<file path="src/rtl/freq_meter.sv">
// freq_meter: counts rising edges and high-time of an async input over a GATE_CYCLES-long clk window.
// Latency: sig_in edges reach the counters 2-3 clk later; results appear with freq_valid one clk after the final window cycle.
// Backpressure: none; freq_valid is a one-cycle strobe and the consumer must capture freq_out/high_out on it.
// Ports: clk, rst_n (async, active-low); en (level, keeps windows running back-to-back while high);
//        sig_in (async signal under test); freq_out/high_out (last completed window);
//        freq_valid (update strobe); busy (window in progress).
module freq_meter #(
    parameter int GATE_CYCLES = 50000000,
    parameter int CNT_W       = 28
) (
    input  logic             clk,
    input  logic             rst_n,
    input  logic             en,
    input  logic             sig_in,
    output logic [CNT_W-1:0] freq_out,
    output logic [CNT_W-1:0] high_out,
    output logic             freq_valid,
    output logic             busy
);
    localparam int            GW   = $clog2(GATE_CYCLES);
    localparam logic [GW-1:0] LAST = GW'(GATE_CYCLES - 1);

    typedef enum logic {IDLE, GATE} state_t;

    state_t           state, state_nxt;
    logic             s1, s2, s3;
    logic             rise, sig;
    logic [GW-1:0]    gate_cnt;
    logic [CNT_W-1:0] edge_cnt, high_cnt;
    logic [CNT_W-1:0] edge_fin, high_fin;
    logic             last, done, clear;

    // s1/s2 resolve metastability; s3 gives the previous synchronized level for edge detection.
    always_ff @(posedge clk or negedge rst_n) begin
        if (!rst_n) begin
            s1 <= 1'b0;
            s2 <= 1'b0;
            s3 <= 1'b0;
        end else begin
            s1 <= sig_in;
            s2 <= s1;
            s3 <= s2;
        end
    end

    assign sig  = s2;
    assign rise = s2 & ~s3;
    assign last = (state == GATE) && (gate_cnt == LAST);

    // Counts including the current cycle's contribution; on the final cycle these are the results.
    assign edge_fin = edge_cnt + CNT_W'(rise);
    assign high_fin = high_cnt + CNT_W'(sig);

    always_comb begin
        state_nxt = state;
        clear     = 1'b0;
        done      = 1'b0;
        case (state)
            IDLE: begin
                if (en) begin
                    state_nxt = GATE;
                    clear     = 1'b1;
                end
            end
            GATE: begin
                if (last) begin
                    // Window complete: publish, then restart with no gap cycle if still enabled.
                    done      = 1'b1;
                    clear     = 1'b1;
                    state_nxt = en ? GATE : IDLE;
                end else if (!en) begin
                    // Abort: partial counts are dropped, they get cleared on the next entry.
                    state_nxt = IDLE;
                end
            end
            default: state_nxt = IDLE;
        endcase
    end

    always_ff @(posedge clk or negedge rst_n) begin
        if (!rst_n) begin
            state <= IDLE;
            busy  <= 1'b0;
        end else begin
            state <= state_nxt;
            busy  <= (state_nxt == GATE);
        end
    end

    always_ff @(posedge clk or negedge rst_n) begin
        if (!rst_n) begin
            gate_cnt <= '0;
            edge_cnt <= '0;
            high_cnt <= '0;
        end else if (clear) begin
            gate_cnt <= '0;
            edge_cnt <= '0;
            high_cnt <= '0;
        end else if (state == GATE) begin
            gate_cnt <= gate_cnt + GW'(1);
            edge_cnt <= edge_fin;
            high_cnt <= high_fin;
        end
    end

    always_ff @(posedge clk or negedge rst_n) begin
        if (!rst_n) begin
            freq_out   <= '0;
            high_out   <= '0;
            freq_valid <= 1'b0;
        end else begin
            freq_valid <= done;
            if (done) begin
                freq_out <= edge_fin;
                high_out <= high_fin;
            end
        end
    end

endmodule

</file>
<file path="config.mk">
export PLATFORM = sky130hd
export DESIGN_NAME = freq_meter
export DESIGN_NICKNAME = d
export VERILOG_FILES = /design/src/rtl/freq_meter.sv
export SDC_FILE = /design/constraint.sdc
export NUM_CORES = 1
export LEC_CHECK = 0
export CORE_UTILIZATION = 35
export CTS_CLUSTER_SIZE = 40
export DETAILED_ROUTE_END_ITERATION = 12
export DONT_BUFFER_PORTS = 1
export PLACE_DENSITY_LB_ADDON = 0.08
export SYNTH_ARGS = -nofsm -noshare
export SYNTH_HDL_FRONTEND = slang
export SYNTH_SLANG_ARGS = --single-unit
</file>
<file path="constraint.sdc">
create_clock -name clk -period 3.1 [get_ports clk]
set_input_delay 0.62 -clock clk [delete_from_list [all_inputs] [get_ports clk]]
set_output_delay 0.62 -clock clk [all_outputs]
set_load 0.01 [all_outputs]
</file>
---- Word level (Yosys, flattened, before mapping) ----
Cells that the tools add are included.
cells by class
  eq/ne operators ......................... 1
  reductions and logical operators ........ 2
  $add $sub $neg .......................... 3
  bitwise logic cells ..................... 3
  multiplexer cells ....................... 10
operators by type and width
  cell                                            count
  two-way mux 28 bit                              4
  adder 28 x 1 -> 28 bit                          2
  two-way mux 26 bit                              2
  adder 26 x 1 -> 26 bit (second input constant)  1
  equality test 26 bit (second input constant)    1
  two-way mux 1 bit                               3
  NOT 1 bit                                       2
  one-hot mux 1 bit (2 select lines)              1
  nonzero test 2 bit                              1
  bitwise AND 1 bit                               1
  logical AND 1 bit                               1
storage, ports and cells
  logic and storage cells ................. 29
  bits in registers ....................... 143
  output and inout port bits .............. 58

---- Depth between registers and ports, before layout ----
Gate-level depths: netlist of the first run.
  word-level depth ........................ 5
  depth in mapped cells ................... 10
  depth with buffers taken out ............ 8

---- Least setup slack after synthesis of the first run ----
OpenSTA, ideal clock, no wires.
  path kind ............................... flip-flop to flip-flop
  from .................................... reg s2
  to ...................................... reg freq_out[26]
  data arrival time ....................... 2166 ps
  period minus slack after synthesis ...... 2291 ps
  path buffers ............................ 0
  cell stages (with the launch flop) ...... 9
  setup time .............................. 125 ps
  path slack .............................. 809 ps
  data required time ...................... 2975 ps
  path through ............................ dfrtp_1 nor2b_1 ha_1 ha_1 nand3_1 nor4_1 nand4_1 xnor2_1 mux2_2
on the way
  cells in the longest elaborated chain, start to end .. 2
RTL lines
  element                   line  source
  start: declaration        26    logic s1, s2, s3;
  start signal: assignment  37    s2 <= 1'b0;
  start signal: assignment  41    s2 <= s1;
  bitwise AND 1 bit         47    assign rise = s2 & ~s3;
  adder 28 x 1 -> 28 bit    51    assign edge_fin = edge_cnt + CNT_W'(rise);
  end signal: assignment    114   freq_out <= edge_fin;
  end: declaration          15    output logic [CNT_W-1:0] freq_out,
No other way between the ends.
A chain may end at the register's enable or synchronous reset.

---- Final worst setup path of the first run ----
  from .................................... reg s2
  to ...................................... reg freq_out[18]
Same word-level chain as after synthesis.

==> impl_metrics.ini, run 1 <==
[outcome]
outcome = complete, but fails checks
violations = negative hold slack

[placement]
dp_cells = 933
place_hpwl_um = 10500
place_area_sq_um = 7530
port_buffers = 0
place.gp.congestion = 0.788

[synth]
yosys.area.top_type_share_pct = 48.7
yosys.area.top_type = dfrtp_1
async_reset_ff_share_pct = 100
ys_ff_latch = 143
synth_area_leaders = dfrtp_1, mux2_2, xnor2_1, a31oi_1, nand2_1
yosys_warnings = 0
synth_area_sq_um = 7340
synthCells = 697
synth_ff_type = dfrtp_1
synth_seq_area_share_pct = 48.7
synth_edf_count = 0
yosys.cell_types.count = 49
synth_fp_nets = 707
avgSynthCellArea_sq_um = 10.5

[sta]
slew_headroom_pct = 58.2
min_period_ns = 2.62
finalSetupViolCount = 0
worst_pin_slew_ns = 0.622
worst_clock_skew_ns = 0.00958
slew_violations = 0
hold_slack_ns = -0.108
grt_setup_unrepaired = false
period_share_pct = 84.4
clock.fmax_mhz = 382
final-hold-violation-count = 143
fin_setup_tns_ns = 0

[final_layout]
area_delta_synth_final_pct = 10.7
instances_no_fill = 964
drive_gt1_share_pct = 14.8
num_antenna_cells = 0
layout_commonest_cell = dfrtp_1
mostFrequentLayoutCells = dfrtp_1, nand2_1, a31oi_1
fin_nets = 692
final_core_util_pct = 39.8
fin_area_sq_um = 8130

[drt]
num_vias = 5278
drtIter0Drc = 279
drc = 0
wl_per_cell_um = 17.0
dr.pass1.iters = 4
ant_nets = 0
via_per_inst = 5.48
routed_wl_um = 16400

[power_and_ir_drop]
pwr-share-clk_pct = 45.2
netSwitchingFraction_pct = 25.4
switching_power_w = 0.00117
powerDensity_nw_per_um2 = 567
leakage_nw = 3.63
internal_power_w = 0.00344
power_frac_seq_pct = 47.5
vdd_drop_max_uv = 350
comb_power_share_pct = 7.2

[hold_path]
hold_path.class = input port to asynchronous set/reset pin

[global_route]
grt_use_total_pct = 16.0
grt_max_degree = 144
grt_pass1_wl_um = 27500
grt_pass1_vias = 5137
overflow = 0
antenna_found_initial = 0

[clock_tree]
cts_buffers = 17
cts_root_buf = clkbuf_16
clk_latency_ns = 0.42
cts_max_level = 4
post-cts-setup-buffers = 0
cts_tree = built
post_cts_resized = 0
clockBufferDepth = 2
clock_sinks = 143
clk_pin_slew_ns = 0.06

[setup_path]
critPathMaxFanout = 9
path_cells = nor2b_1, ha_1, ha_1, nand3_1, or4_1, nor2_1, xor2_1, mux2_1
crit_path_max_incr_delay_ns = 0.61
cp_common_cell = ha_1
crit_slowest_cell = or4_1
path_buf_inv = 0
cp-end-kind = flip-flop
crit_path_start_kind = flip-flop
arrival_ns = 2.92
cp_top_family = simple AND/OR/NAND/NOR gates
required_ns = 3.40
worstSetupPathType = flip-flop to flip-flop

[die]
initial_utilization_pct = 35.9
dieArea_sq_um = 21600
die_width_um = 147
die_h_um = 147
io-pin-count = 62
core_sq_um = 20400
rows = 52

[flow_run]
maxCapViolations = 0
==> power by group through the flow <==
stage / registers, W / clock network, W / logic (W)
3_5_place_dp: 0.00222 / 0 / 0.000336
5_1_grt: 0.00221 / 0.00224 / 0.000378
2_1_floorplan: 0.00212 / 0 / 0.000345
4_1_cts: 0.00218 / 0.00215 / 0.000339
6_report: 0.00219 / 0.00208 / 0.000334
3_3_place_gp: 0.00221 / 0 / 0.000332
==> path summary, 6_finish.rpt <==
path | startpoint | endpoint | slack (ns) | depth (start not counted)
worst min register to register | s1$_DFF_PN0_ | s2$_DFF_PN0_ | 0.38 | 0
worst max register to register | s2$_DFF_PN0_ | freq_out[18]$_DFFE_PN0P_ | 0.48 | 8
min in group clk | sig_in | s1$_DFF_PN0_ | 0.23 | 0
worst max-delay path | s2$_DFF_PN0_ | freq_out[18]$_DFFE_PN0P_ | 0.48 | 8
max in group asynchronous | rst_n | freq_out[25]$_DFFE_PN0P_ | 2.94 | 0
worst min-delay path | rst_n | freq_out[13]$_DFFE_PN0P_ | -0.11 | 0
==> synth_stat cells (all sizes together), types with 3 or more instances <==
cell type / count
a21oi: 30
a22o: 8
a31oi: 58
a32o: 4
a41oi: 11
and3: 16
and4: 6
buf: 31
clkbuf: 18
dfrtp: 143
ha: 6
inv: 15
mux2: 56
nand2: 64
nand2b: 12
nand3: 34
nand4: 26
nor2: 16
nor2b: 3
nor3: 6
nor4: 12
o211ai: 3
o21ai: 26
or3: 10
xnor2: 43
xor2: 25
==> worst register-to-register path, delay by kind of cell (launching register included) <==
kind / cells / cell delay, ns
DFF: 1 / 0.37
adders and majority gates: 2 / 0.40
and+or+nand+nor: 4 / 1.35
muxes: 1 / 0.29
xor gates and xnor gates: 1 / 0.10
==> registers in the layout (all words and copies together), names as in the netlist <==
register	count
freq_valid	1
s3	1
high_out	28
high_cnt	28
s1	1
edge_cnt	28
freq_out	28
s2	1
state	1
gate_cnt	26
==> metal layers <==
metal / part of all wire [%] / GRT usage, %
met5: 0 / 0
met4: 0.94 / 4.38
met3: 3.9 / 3.82
met2: 47 / 25.1
met1: 48 / 22.0
==> area by class of cell <==
class                           instances  area (sq um)
Clock buffer                           22           494
Sequential cell                       143          3580
Tap cell                              270           338
Fill cell                            2043         12300
Multi-Input combinational cell        490          3420
Clock inverter                          9           106
Timing Repair Buffer                   15           138
Inverter                               15          56.3
==> through the flow <==
step / worst slack [ns] / power (W)
after floorplan: 0.809 / 0.00246
after global placement: 0.544 / 0.00254
after detailed placement: 0.473 / 0.00255
after CTS: 0.472 / 0.00467
after global routing: 0.258 / 0.00483
final: 0.485 / 0.00461
==> cells by family (layout without fill, tap and decap cells) <==
kind of cell | after synthesis | after routing | synth area share (%)
adders and majority gates | 6 | 6 | 1.02
buffers and inverters | 64 | 61 | 4.89
and+or+nand+nor | 212 | 212 | 15.8
xor gates and xnor gates | 68 | 68 | 8.11
DFF | 143 | 143 | 48.7
AOI/OAI and AO/OA | 148 | 148 | 12.8
muxes | 56 | 56 | 8.59
No activity file was read; power rests on OpenSTA's default activity.
==> inputs of run 2 (changes only) <==
- clock period: 3.1 -> 2.3 ns (I/O delays scaled with it)
==> run 2 against run 1 <==
  * The run still ends with negative hold slack left
  * Combinational power increased by 54%
  * Sequential share of layout area decreased by 1.9 points
  * Clock power increased by 36%
  * Register-to-register slack got worse by 0.43 ns
  * Count of clock-buffer cells in the layout decreased by 1
  * Worst hold slack got worse by 0.16 ns
  * Routed wire length increased by 5.7%
  * First-iteration DRC count increased by 14%
  * Critical endpoint is now freq_out[14]$_DFFE_PN0P_
==> impl_metrics.ini, run 2 (same netlist as run 1, synthesis figures left out) <==
[clock_tree]
cts_tree = built
cts_root_buf = clkbuf_16
clock_sinks = 143
cts_buffers = 17
clk_pin_slew_ns = 0.06
clockBufferDepth = 2
clk_latency_ns = 0.42
cts_max_level = 4

[drt]
ant_nets = 0
drc = 0
routed_wl_um = 17300
via_per_inst = 5.40
drtIter0Drc = 317
num_vias = 5397
dr.pass1.iters = 4
wl_per_cell_um = 17.3

[sta]
final-hold-violation-count = 143
grt_setup_unrepaired = true
slew_violations = 0
fin_setup_tns_ns = 0
worst_pin_slew_ns = 0.603
finalSetupViolCount = 0
period_share_pct = 97.6
worst_clock_skew_ns = 0.00950
clock.fmax_mhz = 446
min_period_ns = 2.24
slew_headroom_pct = 59.4
hold_slack_ns = -0.268

[setup_path]
path_buf_inv = 1
worstSetupPathType = flip-flop to flip-flop
worstReg2RegStart = s2$_DFF_PN0_
startpoint = s2$_DFF_PN0_
crit_slowest_cell = or4_4
crit_path_start_kind = flip-flop
cp_top_family = simple AND/OR/NAND/NOR gates
crit_path_max_incr_delay_ns = 0.54
cp-end-kind = flip-flop
critPathMaxFanout = 6
path_cells = nor2b_4, ha_1, ha_2, nand3_2, or4_4, buf_4, xnor2_1, mux2_1
arrival_ns = 2.54
required_ns = 2.60
rrSetupSlack_ns = 0.06

[global_route]
grt_use_total_pct = 16.7
overflow = 0
grt_pass1_wl_um = 28300
grt_pass1_vias = 5270
antenna_found_initial = 0
grt_max_degree = 144

[final_layout]
multiInputGateArea_sq_um = 3480
mostFrequentLayoutCells = dfrtp_1, nand2_1, a31oi_1
fillers = 1943
fin_area_sq_um = 8500
seq_area_sq_um = 3580
final_core_util_pct = 41.6
area_delta_synth_final_pct = 15.8
fin_nets = 728
drive_gt1_share_pct = 19.9
instances_no_fill = 1000
layout_commonest_cell = dfrtp_1
num_antenna_cells = 0

[placement]
place.gp.congestion = 0.805
dp_cells = 964
place_area_sq_um = 7800
port_buffers = 0
place_hpwl_um = 11000

[die]
die_h_um = 147
initial_utilization_pct = 35.9
io-pin-count = 62
core_sq_um = 20400
die_width_um = 147
rows = 52
dieArea_sq_um = 21600

[power_and_ir_drop]
vdd_drop_max_uv = 472
powerDensity_nw_per_um2 = 740
leakage_nw = 3.85

[outcome]
violations = negative hold slack
outcome = complete, but fails checks

[flow_run]
maxCapViolations = 0

[hold_path]
hold_path.class = input port to asynchronous set/reset pin
-- run 2: metal layers --
metal	global-route usage, %	up-vias	wire length, um	share of wire, %
met1	23.1	2702	8460	49
met4	5.21	0	217	1.3
li1	-	2588	-	-
met2	25.6	92	8000	46
met5	0	-	0	0
met3	3.94	15	630	3.6
-- run 2: power by group --
group,switching [W],total (W),internal [W],leakage [nW]
sequential,0.000265,0.00294,0.00268,1.96
clock,0.00108,0.00283,0.00175,0.289
combinational,0.000257,0.000516,0.000259,1.60
-- run 2: path summary, 6_finish.rpt --
path / end / cells after the start
worst min register to register: s3$_DFF_PN0_ / 0
worst max-delay path: freq_out[14]$_DFFE_PN0P_ / 8
max in group asynchronous: freq_out[14]$_DFFE_PN0P_ / 0
worst min-delay path: freq_out[13]$_DFFE_PN0P_ / 0
min in group clk: s1$_DFF_PN0_ / 0
worst max register to register: freq_out[14]$_DFFE_PN0P_ / 8
-- run 2: what timing repair did --
action / CTS / global route
endpoints found under the setup margin: 0 / 49
hold endpoints to repair: 143 / 143
setup buffers: 0 / 5
gates resized for setup: 0 / 16
-- run 2: layout make-up --
class,instances,area share [%]
clock buffers,21,5.42
multi-input cells,490,40.9
well taps,270,3.97
clock inverters,10,1.62
repair buffers,51,5.33
inverters,15,0.662
flip-flops and latches,143,42.1
-- run 2: per-stage QoR --
stage | total power (W) | hold WS [ns] | setup slack [ns]
floorplan | 0.00332 | 0.164 | 0.00940
global placement | 0.00346 | 0.169 | 0.0687
detailed placement | 0.00348 | 0.169 | 0.0225
CTS | 0.00635 | -0.287 | 0.0148
global route | 0.00657 | -0.297 | -0.0559
finish | 0.00629 | -0.268 | 0.0562
